<file path="src/rtl/twd_host_if.sv">
// Request/response and DCK/DIO pad bundle for the two-wire debug host engine.
// slave is the host engine itself; master is the requester plus the pad/target side.
interface twd_host_if;
   logic        req_valid;
   logic        req_ready;
   logic        req_write;
   logic [6:0]  req_addr;
   logic [31:0] req_wdata;
   logic        rsp_valid;
   logic [1:0]  rsp_status;
   logic [31:0] rsp_rdata;
   logic        dck;
   logic        dio_out;
   logic        dio_oe;
   logic        dio_in;

   modport slave (
      input  req_valid, req_write, req_addr, req_wdata, dio_in,
      output req_ready, rsp_valid, rsp_status, rsp_rdata, dck, dio_out, dio_oe
   );

   modport master (
      output req_valid, req_write, req_addr, req_wdata, dio_in,
      input  req_ready, rsp_valid, rsp_status, rsp_rdata, dck, dio_out, dio_oe
   );
endinterface

</file>
<file path="src/rtl/twd_host.sv">
// Two-wire debug host: serialises one register read/write per request onto DCK/DIO,
// retries on WAIT, and reports ack status, read data and read parity.
module twd_host #(
   parameter int DIV       = 4,
   parameter int MAX_RETRY = 8
) (
   input  logic       clk,
   input  logic       rst_n,
   twd_host_if.slave  bus
);
   localparam int DW = (DIV > 1) ? $clog2(DIV) : 1;
   localparam int RW = (MAX_RETRY > 0) ? $clog2(MAX_RETRY + 1) : 1;
   localparam logic [DW-1:0] DIV_LAST  = DW'(DIV - 1);
   localparam logic [RW-1:0] RETRY_MAX = RW'(MAX_RETRY);

   typedef enum logic [3:0] {
      S_IDLE, S_START, S_HDR, S_HPAR, S_TURN1, S_ACK,
      S_RDATA, S_RPAR, S_TURN2, S_WDATA, S_WPAR, S_GAP
   } state_t;

   state_t          r_state;
   logic [5:0]      r_bit;
   logic [DW-1:0]   r_div;
   logic            r_dck;
   logic            r_oe;
   logic            r_out;
   logic [RW-1:0]   r_retry;
   logic [2:0]      r_ack;
   logic            r_par_err;
   logic            r_rsp_valid;
   logic [1:0]      r_rsp_status;
   logic [31:0]     r_rsp_rdata;
   logic            r_write;
   logic [6:0]      r_addr;
   logic [31:0]     r_wdata;
   logic [31:0]     r_rsh;

   state_t          w_state_nxt;
   logic [5:0]      w_bit_nxt;
   logic [RW-1:0]   w_retry_nxt;
   logic            w_done;
   logic [1:0]      w_status;
   logic            w_active;
   logic            w_half_end;
   logic            w_rise;
   logic            w_bit_end;
   logic            w_accept;
   logic [7:0]      w_hdr;
   logic            w_ack_ok;
   logic            w_ack_wait;

   // Pin values for the bit that is about to start: {oe, out}
   function automatic logic [1:0] f_pins(input state_t st, input logic [4:0] bidx,
                                         input logic [7:0] hdr, input logic [31:0] wd);
      logic [1:0] p;
      p = 2'b10;
      case (st)
         S_START:                                   p = 2'b11;
         S_HDR:                                     p = {1'b1, hdr[3'd7 - bidx[2:0]]};
         S_HPAR:                                    p = {1'b1, ^hdr};
         S_TURN1, S_ACK, S_RDATA, S_RPAR, S_TURN2:  p = 2'b00;
         S_WDATA:                                   p = {1'b1, wd[bidx]};
         S_WPAR:                                    p = {1'b1, ^wd};
         default:                                   p = 2'b10;
      endcase
      return p;
   endfunction

   function automatic logic [1:0] f_status(input logic [2:0] ack, input logic wr,
                                           input logic perr);
      if (ack == 3'b001)      return (!wr && perr) ? 2'd3 : 2'd0;
      else if (ack == 3'b010) return 2'd1;
      else                    return 2'd2;
   endfunction

   assign w_active   = (r_state != S_IDLE);
   assign w_half_end = (r_div == DIV_LAST);
   assign w_rise     = w_active && w_half_end && !r_dck;
   assign w_bit_end  = w_active && w_half_end && r_dck;
   assign w_accept   = bus.req_valid && (r_state == S_IDLE);
   assign w_hdr      = {~r_write, r_addr};
   assign w_ack_ok   = (r_ack == 3'b001);
   assign w_ack_wait = (r_ack == 3'b010);

   always_comb begin
      w_state_nxt = r_state;
      w_bit_nxt   = r_bit;
      w_retry_nxt = r_retry;
      w_done      = 1'b0;
      w_status    = 2'd0;
      if (r_state == S_IDLE) begin
         if (w_accept) begin
            w_state_nxt = S_START;
            w_bit_nxt   = '0;
            w_retry_nxt = '0;
         end
      end else if (w_bit_end) begin
         w_bit_nxt = '0;
         case (r_state)
            S_START: w_state_nxt = S_HDR;
            S_HDR:   if (r_bit == 6'd7) w_state_nxt = S_HPAR;
                     else w_bit_nxt = r_bit + 6'd1;
            S_HPAR:  w_state_nxt = S_TURN1;
            S_TURN1: w_state_nxt = S_ACK;
            S_ACK:   if (r_bit == 6'd2) w_state_nxt = (w_ack_ok && !r_write) ? S_RDATA : S_TURN2;
                     else w_bit_nxt = r_bit + 6'd1;
            S_RDATA: if (r_bit == 6'd31) w_state_nxt = S_RPAR;
                     else w_bit_nxt = r_bit + 6'd1;
            S_RPAR:  w_state_nxt = S_TURN2;
            S_TURN2: w_state_nxt = (w_ack_ok && r_write) ? S_WDATA : S_GAP;
            S_WDATA: if (r_bit == 6'd31) w_state_nxt = S_WPAR;
                     else w_bit_nxt = r_bit + 6'd1;
            S_WPAR:  w_state_nxt = S_GAP;
            S_GAP: begin
               // A WAIT with retries left re-sends the latched request silently
               if (w_ack_wait && (r_retry < RETRY_MAX)) begin
                  w_state_nxt = S_START;
                  w_retry_nxt = r_retry + RW'(1);
               end else begin
                  w_state_nxt = S_IDLE;
                  w_done      = 1'b1;
                  w_status    = f_status(r_ack, r_write, r_par_err);
               end
            end
            default: w_state_nxt = S_IDLE;
         endcase
      end
   end

   always_ff @(posedge clk or negedge rst_n) begin
      if (!rst_n) begin
         r_state      <= S_IDLE;
         r_bit        <= '0;
         r_div        <= '0;
         r_dck        <= 1'b0;
         r_oe         <= 1'b1;
         r_out        <= 1'b0;
         r_retry      <= '0;
         r_ack        <= '0;
         r_par_err    <= 1'b0;
         r_rsp_valid  <= 1'b0;
         r_rsp_status <= '0;
         r_rsp_rdata  <= '0;
      end else begin
         r_state     <= w_state_nxt;
         r_bit       <= w_bit_nxt;
         r_retry     <= w_retry_nxt;
         {r_oe, r_out} <= f_pins(w_state_nxt, w_bit_nxt[4:0], w_hdr, r_wdata);
         if (!w_active || w_half_end) r_div <= '0;
         else                         r_div <= r_div + DW'(1);
         if (!w_active)       r_dck <= 1'b0;
         else if (w_half_end) r_dck <= ~r_dck;
         if (w_rise && r_state == S_ACK)  r_ack     <= {bus.dio_in, r_ack[2:1]};
         if (w_rise && r_state == S_RPAR) r_par_err <= (^r_rsh) ^ bus.dio_in;
         r_rsp_valid <= w_done;
         if (w_done) begin
            r_rsp_status <= w_status;
            if (!r_write && w_ack_ok) r_rsp_rdata <= r_rsh;
         end
      end
   end

   always_ff @(posedge clk) begin
      if (w_accept) begin
         r_write <= bus.req_write;
         r_addr  <= bus.req_addr;
         r_wdata <= bus.req_wdata;
      end
      if (w_rise && r_state == S_RDATA) r_rsh <= {bus.dio_in, r_rsh[31:1]};
   end

   assign bus.req_ready  = (r_state == S_IDLE);
   assign bus.rsp_valid  = r_rsp_valid;
   assign bus.rsp_status = r_rsp_status;
   assign bus.rsp_rdata  = r_rsp_rdata;
   assign bus.dck        = r_dck;
   assign bus.dio_out    = r_out;
   assign bus.dio_oe     = r_oe;
endmodule

</file>
<file path="src/flat_wrapper.sv">
// flat-port wrapper written by rule: the top's interface ports become plain ports
module twd_host_flat 
#(
   parameter int DIV       = 4,
   parameter int MAX_RETRY = 8
)
  (clk, rst_n, bus_req_valid, bus_req_write, bus_req_addr, bus_req_wdata, bus_dio_in, bus_req_ready, bus_rsp_valid, bus_rsp_status, bus_rsp_rdata, bus_dck, bus_dio_out, bus_dio_oe);
  twd_host_if bus_i ();
  input  logic clk;
  input  logic rst_n;
  input wire logic [$bits(bus_i.req_valid)-1:0] bus_req_valid;
  input wire logic [$bits(bus_i.req_write)-1:0] bus_req_write;
  input wire logic [$bits(bus_i.req_addr)-1:0] bus_req_addr;
  input wire logic [$bits(bus_i.req_wdata)-1:0] bus_req_wdata;
  input wire logic [$bits(bus_i.dio_in)-1:0] bus_dio_in;
  output wire logic [$bits(bus_i.req_ready)-1:0] bus_req_ready;
  output wire logic [$bits(bus_i.rsp_valid)-1:0] bus_rsp_valid;
  output wire logic [$bits(bus_i.rsp_status)-1:0] bus_rsp_status;
  output wire logic [$bits(bus_i.rsp_rdata)-1:0] bus_rsp_rdata;
  output wire logic [$bits(bus_i.dck)-1:0] bus_dck;
  output wire logic [$bits(bus_i.dio_out)-1:0] bus_dio_out;
  output wire logic [$bits(bus_i.dio_oe)-1:0] bus_dio_oe;
  assign bus_i.req_valid = bus_req_valid;
  assign bus_i.req_write = bus_req_write;
  assign bus_i.req_addr = bus_req_addr;
  assign bus_i.req_wdata = bus_req_wdata;
  assign bus_i.dio_in = bus_dio_in;
  assign bus_req_ready = bus_i.req_ready;
  assign bus_rsp_valid = bus_i.rsp_valid;
  assign bus_rsp_status = bus_i.rsp_status;
  assign bus_rsp_rdata = bus_i.rsp_rdata;
  assign bus_dck = bus_i.dck;
  assign bus_dio_out = bus_i.dio_out;
  assign bus_dio_oe = bus_i.dio_oe;
  twd_host #(.DIV(DIV), .MAX_RETRY(MAX_RETRY)) u_core (.clk(clk), .rst_n(rst_n), .bus(bus_i));
endmodule
</file>
<file path="config.mk">
export PLATFORM = sky130hd
export DESIGN_NAME = twd_host_flat
export DESIGN_NICKNAME = d
export VERILOG_FILES = /design/src/rtl/twd_host_if.sv /design/src/rtl/twd_host.sv /design/src/flat_wrapper.sv
export SDC_FILE = /design/constraint.sdc
export NUM_CORES = 1
export LEC_CHECK = 0
export ABC_CLOCK_PERIOD_IN_PS = 9000
export CAP_MARGIN = 30
export CORE_MARGIN = 2
export CORE_UTILIZATION = 25
export DETAILED_ROUTE_END_ITERATION = 10
export GPL_ROUTABILITY_DRIVEN = 0
export PLACE_DENSITY = 0.47
export SYNTH_ARGS = -nofsm -noshare
export SYNTH_HDL_FRONTEND = slang
export SYNTH_SLANG_ARGS = --single-unit
</file>
<file path="constraint.sdc">
create_clock -name clk -period 9 [get_ports clk]
set_input_delay 2.7 -clock clk [delete_from_list [all_inputs] [get_ports clk]]
set_output_delay 2.7 -clock clk [all_outputs]
set_load 0.01 [all_outputs]
</file>
---- Word level (Yosys, flattened, before mapping) ----
Index checks and enable logic that the tools add are counted.
storage, ports and cells
  register bits after elaboration ......... 130
  bits in latches ......................... 0
  RAM bits ................................ 0
  bits in read-only memories .............. 0
  input port bits ......................... 44
  output and inout bits ................... 39
  word-level logic and storage cells ...... 126
  memories kept ........................... 0
cells by class
  add/subtract/negate cells ............... 4
  multipliers ............................. 0
  divide/modulo/power cells ............... 0
  $lt $le $gt $ge ......................... 3
  equality and inequality tests ........... 29
  shift operators ......................... 0
  mux-type cells .......................... 42
  bitwise operators ....................... 3
  reductions and logical operators ........ 28
operators by type and width
  cell                 count
  $reduce_xor 32->1    2
  $mux 4               13
  $pmux 4 s11          1
  $mux 6               6
  $eq 4x3->1 const B   8
  $eq 4x4->1 const B   7
  $mux 2               9
  $pmux 6 s3           1
  $eq 4x2->1 const B   4
  $pmux 2 s6           1
  $logic_and 1x1->1    11
  $mux 1               9
  $eq 4x1->1 const B   2
  $reduce_xor 8->1     1
  $add 6x1->6 const B  1
  $eq 6x2->1 const B   1
  $eq 6x3->1 const B   1
  $eq 6x5->1 const B   1
  $lt 5x6->1 const B   1
  $reduce_bool 2->1    3
  $bmux 1 s5           1
  $reduce_or 5->1      1
  $add 4x1->4 const B  1
  $logic_not 4->1      1
  18 further kinds     22

---- Logic depth before layout (Yosys ltp) ----
  depth after elaboration ................. 10
  depth in mapped cells ................... 14
  mapped depth without buffers ............ 12

---- Least setup slack after synthesis ----
Ideal clock, no wire load.
  path kind ............................... input port to flip-flop
  from .................................... input port bus_req_valid
  to ...................................... register u_core.r_retry[2]
  setup time .............................. 0.170 ns
  arrival ................................. 4.500 ns
  data required time ...................... 8.830 ns
  path slack .............................. 4.330 ns
  cell stages on the path ................. 7
  path buffers ............................ 0
  path through ............................ nand2_2 inv_1 nor2_1 nor3_1 nand2_1 xor2_1 nor2_1
on the way
  cells in the longest elaborated chain, start to end .. 3
ends and longest elaborated chain
  element                            line                text
  start, declared                    flat_wrapper.sv:11  input wire logic [$bits(bus_i.req_valid)-1:0] bus_req_valid;
  $logic_and 1x1->1                  twd_host.sv:80      assign w_accept = bus.req_valid && (r_state == S_IDLE);
  named net u_core.w_accept          twd_host.sv:47      logic w_accept;
  $ne 2x1->1 (no source line)        -
  $reduce_and 4->1 (no source line)  -
  end signal, assigned               twd_host.sv:147     r_retry <= w_retry_nxt;
  end, declared                      twd_host.sv:27      logic [RW-1:0] r_retry;
The timed path passes the listed nets, and every way through them passes these cells.
A chain may end at the register's enable or synchronous reset.

---- Final worst setup path ----
  from .................................... register u_core.r_state[0]
  to ...................................... output port bus_req_ready
on the way
  cells in the longest elaborated chain, start to end .. 1
ends and longest elaborated chain
  element                 line                text
  start, declared         twd_host.sv:21      state_t r_state;
  start signal, assigned  twd_host.sv:145     r_state <= w_state_nxt;
  $logic_not 4->1         twd_host.sv:172     assign bus.req_ready = (r_state == S_IDLE);
  end, declared           flat_wrapper.sv:16  output wire logic [$bits(bus_i.req_ready)-1:0] bus_req_ready;
Every way passes these cells.

==> results.json <==
{
  "irDropWorstVdd_mv": 0.100,
  "hold_viol": 0,
  "syn-cell-area_mm2": 0.00606,
  "critPathMaxFanout": 24,
  "max_cap_viol_count": 0,
  "yosys_warnings": 0,
  "place_hpwl_um": 9260,
  "root_buffer": "clkbuf_16",
  "syn-num-nets": 506,
  "required_ps": 6300,
  "cts_tree": "yes",
  "syn_inst": 458,
  "rows": 56,
  "area_delta_synth_final_pct": 29.2,
  "io_pins": 83,
  "initial_core_util_pct": 25.7,
  "track_usage_pct": 10.8,
  "htreeDepth": 4,
  "antennaDiodeCount": 0,
  "die_x_um": 160,
  "grt_pass1_wl_um": 22000,
  "skew_ps": 7.66,
  "drv_slew": 0,
  "synth_edf_count": 72,
  "post_synth_num_cell_types": 60,
  "slew_headroom_pct": 48.1,
  "nets": 593,
  "num_vias": 3898,
  "crit_type": "flop to output pin",
  "gr-total-overflow": 0,
  "async_flop_share_pct": 44.6,
  "ys_seq_elements": 130,
  "post_synth.cell_area_avg_um2": 13.2,
  "drtIter0Drc": 195,
  "finalCriticalPeriod_ps": 5140,
  "ant_nets": 0,
  "fp.dieArea_mm2": 0.0255,
  "critPathTopFamily": "simple AND/OR/NAND/NOR gates",
  "critPathBufInv": 2,
  "power_density_mw_per_mm2": 175,
  "drc": 0,
  "path_cells": "or4_4 > clkinv_8 > clkdlybuf4s50_1",
  "clock-sinks": 130,
  "cp-end-kind": "output pin",
  "grt_max_degree": 59,
  "outcome": "finished clean",
  "arrival_ps": 2440,
  "grt_pass1_vias": 4130,
  "max_freq_ghz": 0.195,
  "ys_seq_area_share_pct": 59.6,
  "coreArea_mm2": 0.0236,
  "cpMaxStageDelayCell": "or4_4",
  "cts.repair.resized": 0,
  "critPathLaunchType": "flop",
  "hp-class": "flop to flop",
  "clk_pin_slew_worst_paths_ps": 60,
  "rsz0062_at_grt": "no",
  "fill_cells": 2372,
  "clockBufferDepth": 2,
  "synth_flop_cell": "edfxtp_1",
  "first_pass_iters": 4,
  "power_mw": 1.37,
  "setup_viol": 0,
  "layout-drive-gt1-share_pct": 15.8,
  "insertion_delay_ps": 410,
  "port-buffer-count": 82,
  "hold_buffers": 0,
  "routed_wl_um": 12900,
  "cts_buffers": 17,
  "die_h_um": 160,
  "tns_ps": 0,
  "p_leak_nw": 2.93,
  "post-cts-setup-buffers": 0,
  "routedWlPerCell_um": 14.7,
  "tightest_slew_ps": 779,
  "viasPerCell": 4.44,
  "slowest_delay_ps": 720,
  "post-route-period-util_pct": 57.1,
  "grt_antenna_before_repair": 0
}
[cell usage after synthesis (5+ instances only)]
cell	n	area, um2
a2111oi_0	8	70.1
a211oi_1	5	37.5
a21oi_1	13	65.1
a31oi_1	5	31.3
and3_1	15	93.8
buf_2	7	35.0
dfrtp_1	57	1430
edfxtp_1	72	2160
inv_1	10	37.5
mux2_2	36	405
nand2_1	17	63.8
nand2b_1	8	50.1
nand3_1	11	55.1
nand4_1	5	31.3
nor2_1	10	37.5
nor2b_1	5	31.3
nor3_1	8	40.0
o21ai_0	13	65.1
xnor2_1	65	569
xor2_1	7	61.3
[cells in the final DEF (no fill, tap or decap), drive strengths merged, types with 5 or more instances in the layout]
master	netlist	layout
clkdlybuf4s50	0	81
edfxtp	72	72
xnor2	65	65
dfrtp	57	57
mux2	38	38
clkbuf	4	19
nand2	19	19
inv	12	17
and3	15	15
o21ai	13	13
a21oi	13	13
nand3	11	11
nor2	10	10
nand2b	8	8
nor3	8	8
a2111oi	8	8
xor2	7	7
a31oi	6	6
a211oi	6	6
clkinv	1	6
nand4	5	5
nor2b	5	5
or4	5	5
buf	14	5
[flip-flops by register name, indices dropped and copies added, names as in the netlist]
| register | cells |
|---|---|
| u_core.r_wdata | 32 |
| u_core.r_ack | 3 |
| u_core.bus.rsp_valid | 1 |
| u_core.r_rsh | 32 |
| u_core.bus.dio_oe | 1 |
| u_core.r_par_err | 1 |
| u_core.bus.dio_out | 1 |
| u_core.r_state | 4 |
| u_core.r_write | 1 |
| u_core.r_div | 2 |
| u_core.bus.rsp_status | 2 |
| u_core.bus.rsp_rdata | 32 |
| u_core.r_addr | 7 |
| u_core.r_bit | 6 |
| u_core.r_retry | 4 |
| u_core.bus.dck | 1 |
[path summary, 6_finish.rpt]
kind,startpoint,end,slack [ps],depth (start not counted)
max,u_core.r_state[0],bus_req_ready,3860,3
max reg2reg,u_core.r_state[0],u_core.bus.dio_out,4960,10
min,u_core.r_div[0],u_core.r_div[0],430,1
min in group asynchronous,rst_n,u_core.bus.rsp_rdata[20],2440,2
min reg2reg,u_core.r_div[0],u_core.r_div[0],430,1
max in group asynchronous,rst_n,u_core.bus.dck,6030,2
[where the power goes]
group,internal [mW],leakage [nW],switching (mW),total [mW]
Sequential,0.627,1.42,0.000385,0.628
Clock,0.435,0.300,0.279,0.714
Combinational,0.0174,1.21,0.00907,0.0264
Total,1.08,2.93,0.289,1.37
[metal layers]
| metal | wire [um] | up-vias | GRT usage (%) |
|---|---|---|---|
| met2 | 5970 | 109 | 17.2 |
| met3 | 570 | 18 | 2.99 |
| li1 | - | 1885 | - |
| met5 | 0 | - | 0 |
| met4 | 176 | 0 | 3.55 |
| met1 | 6200 | 1886 | 14.2 |
[final cells by class]
cell class	instances	area (um2)	share of cell area, %
Timing Repair Buffer	86	846	10.8
Sequential cell	130	3610	46.2
Clock buffer	19	454	5.80
Tap cell	319	399	5.10
Inverter	13	61.3	0.783
Clock inverter	13	168	2.14
Multi-Input combinational cell	297	2290	29.2
[logic make-up (layout without fill, tap and decap cells)]
family,Yosys count,after routing,share of synthesized area (%)
simple gates,104,104,9.85
buf+inv,31,131,2.77
xor+xnor,72,72,10.4
flops,130,130,59.6
mux,41,41,7.62
compound gates,76,76,8.92
fa+ha+maj,4,4,0.826
[through the flow]
stage / setup WS [ps] / cells / util (%) / hold WS, ps / area [um2]
floorplan: 4330 / 458 / - / 412 / 6060
global placement: 3890 / 845 / 30.5 / 425 / 7210
detailed placement: 3790 / 845 / 30.5 / 431 / 7210
CTS: 3840 / 877 / 33.2 / 439 / 7830
global route: 3760 / 877 / 33.2 / 448 / 7830
finish: 3860 / 877 / 33.2 / 433 / 7830
Note: power is estimated with default switching activity, not from simulation.
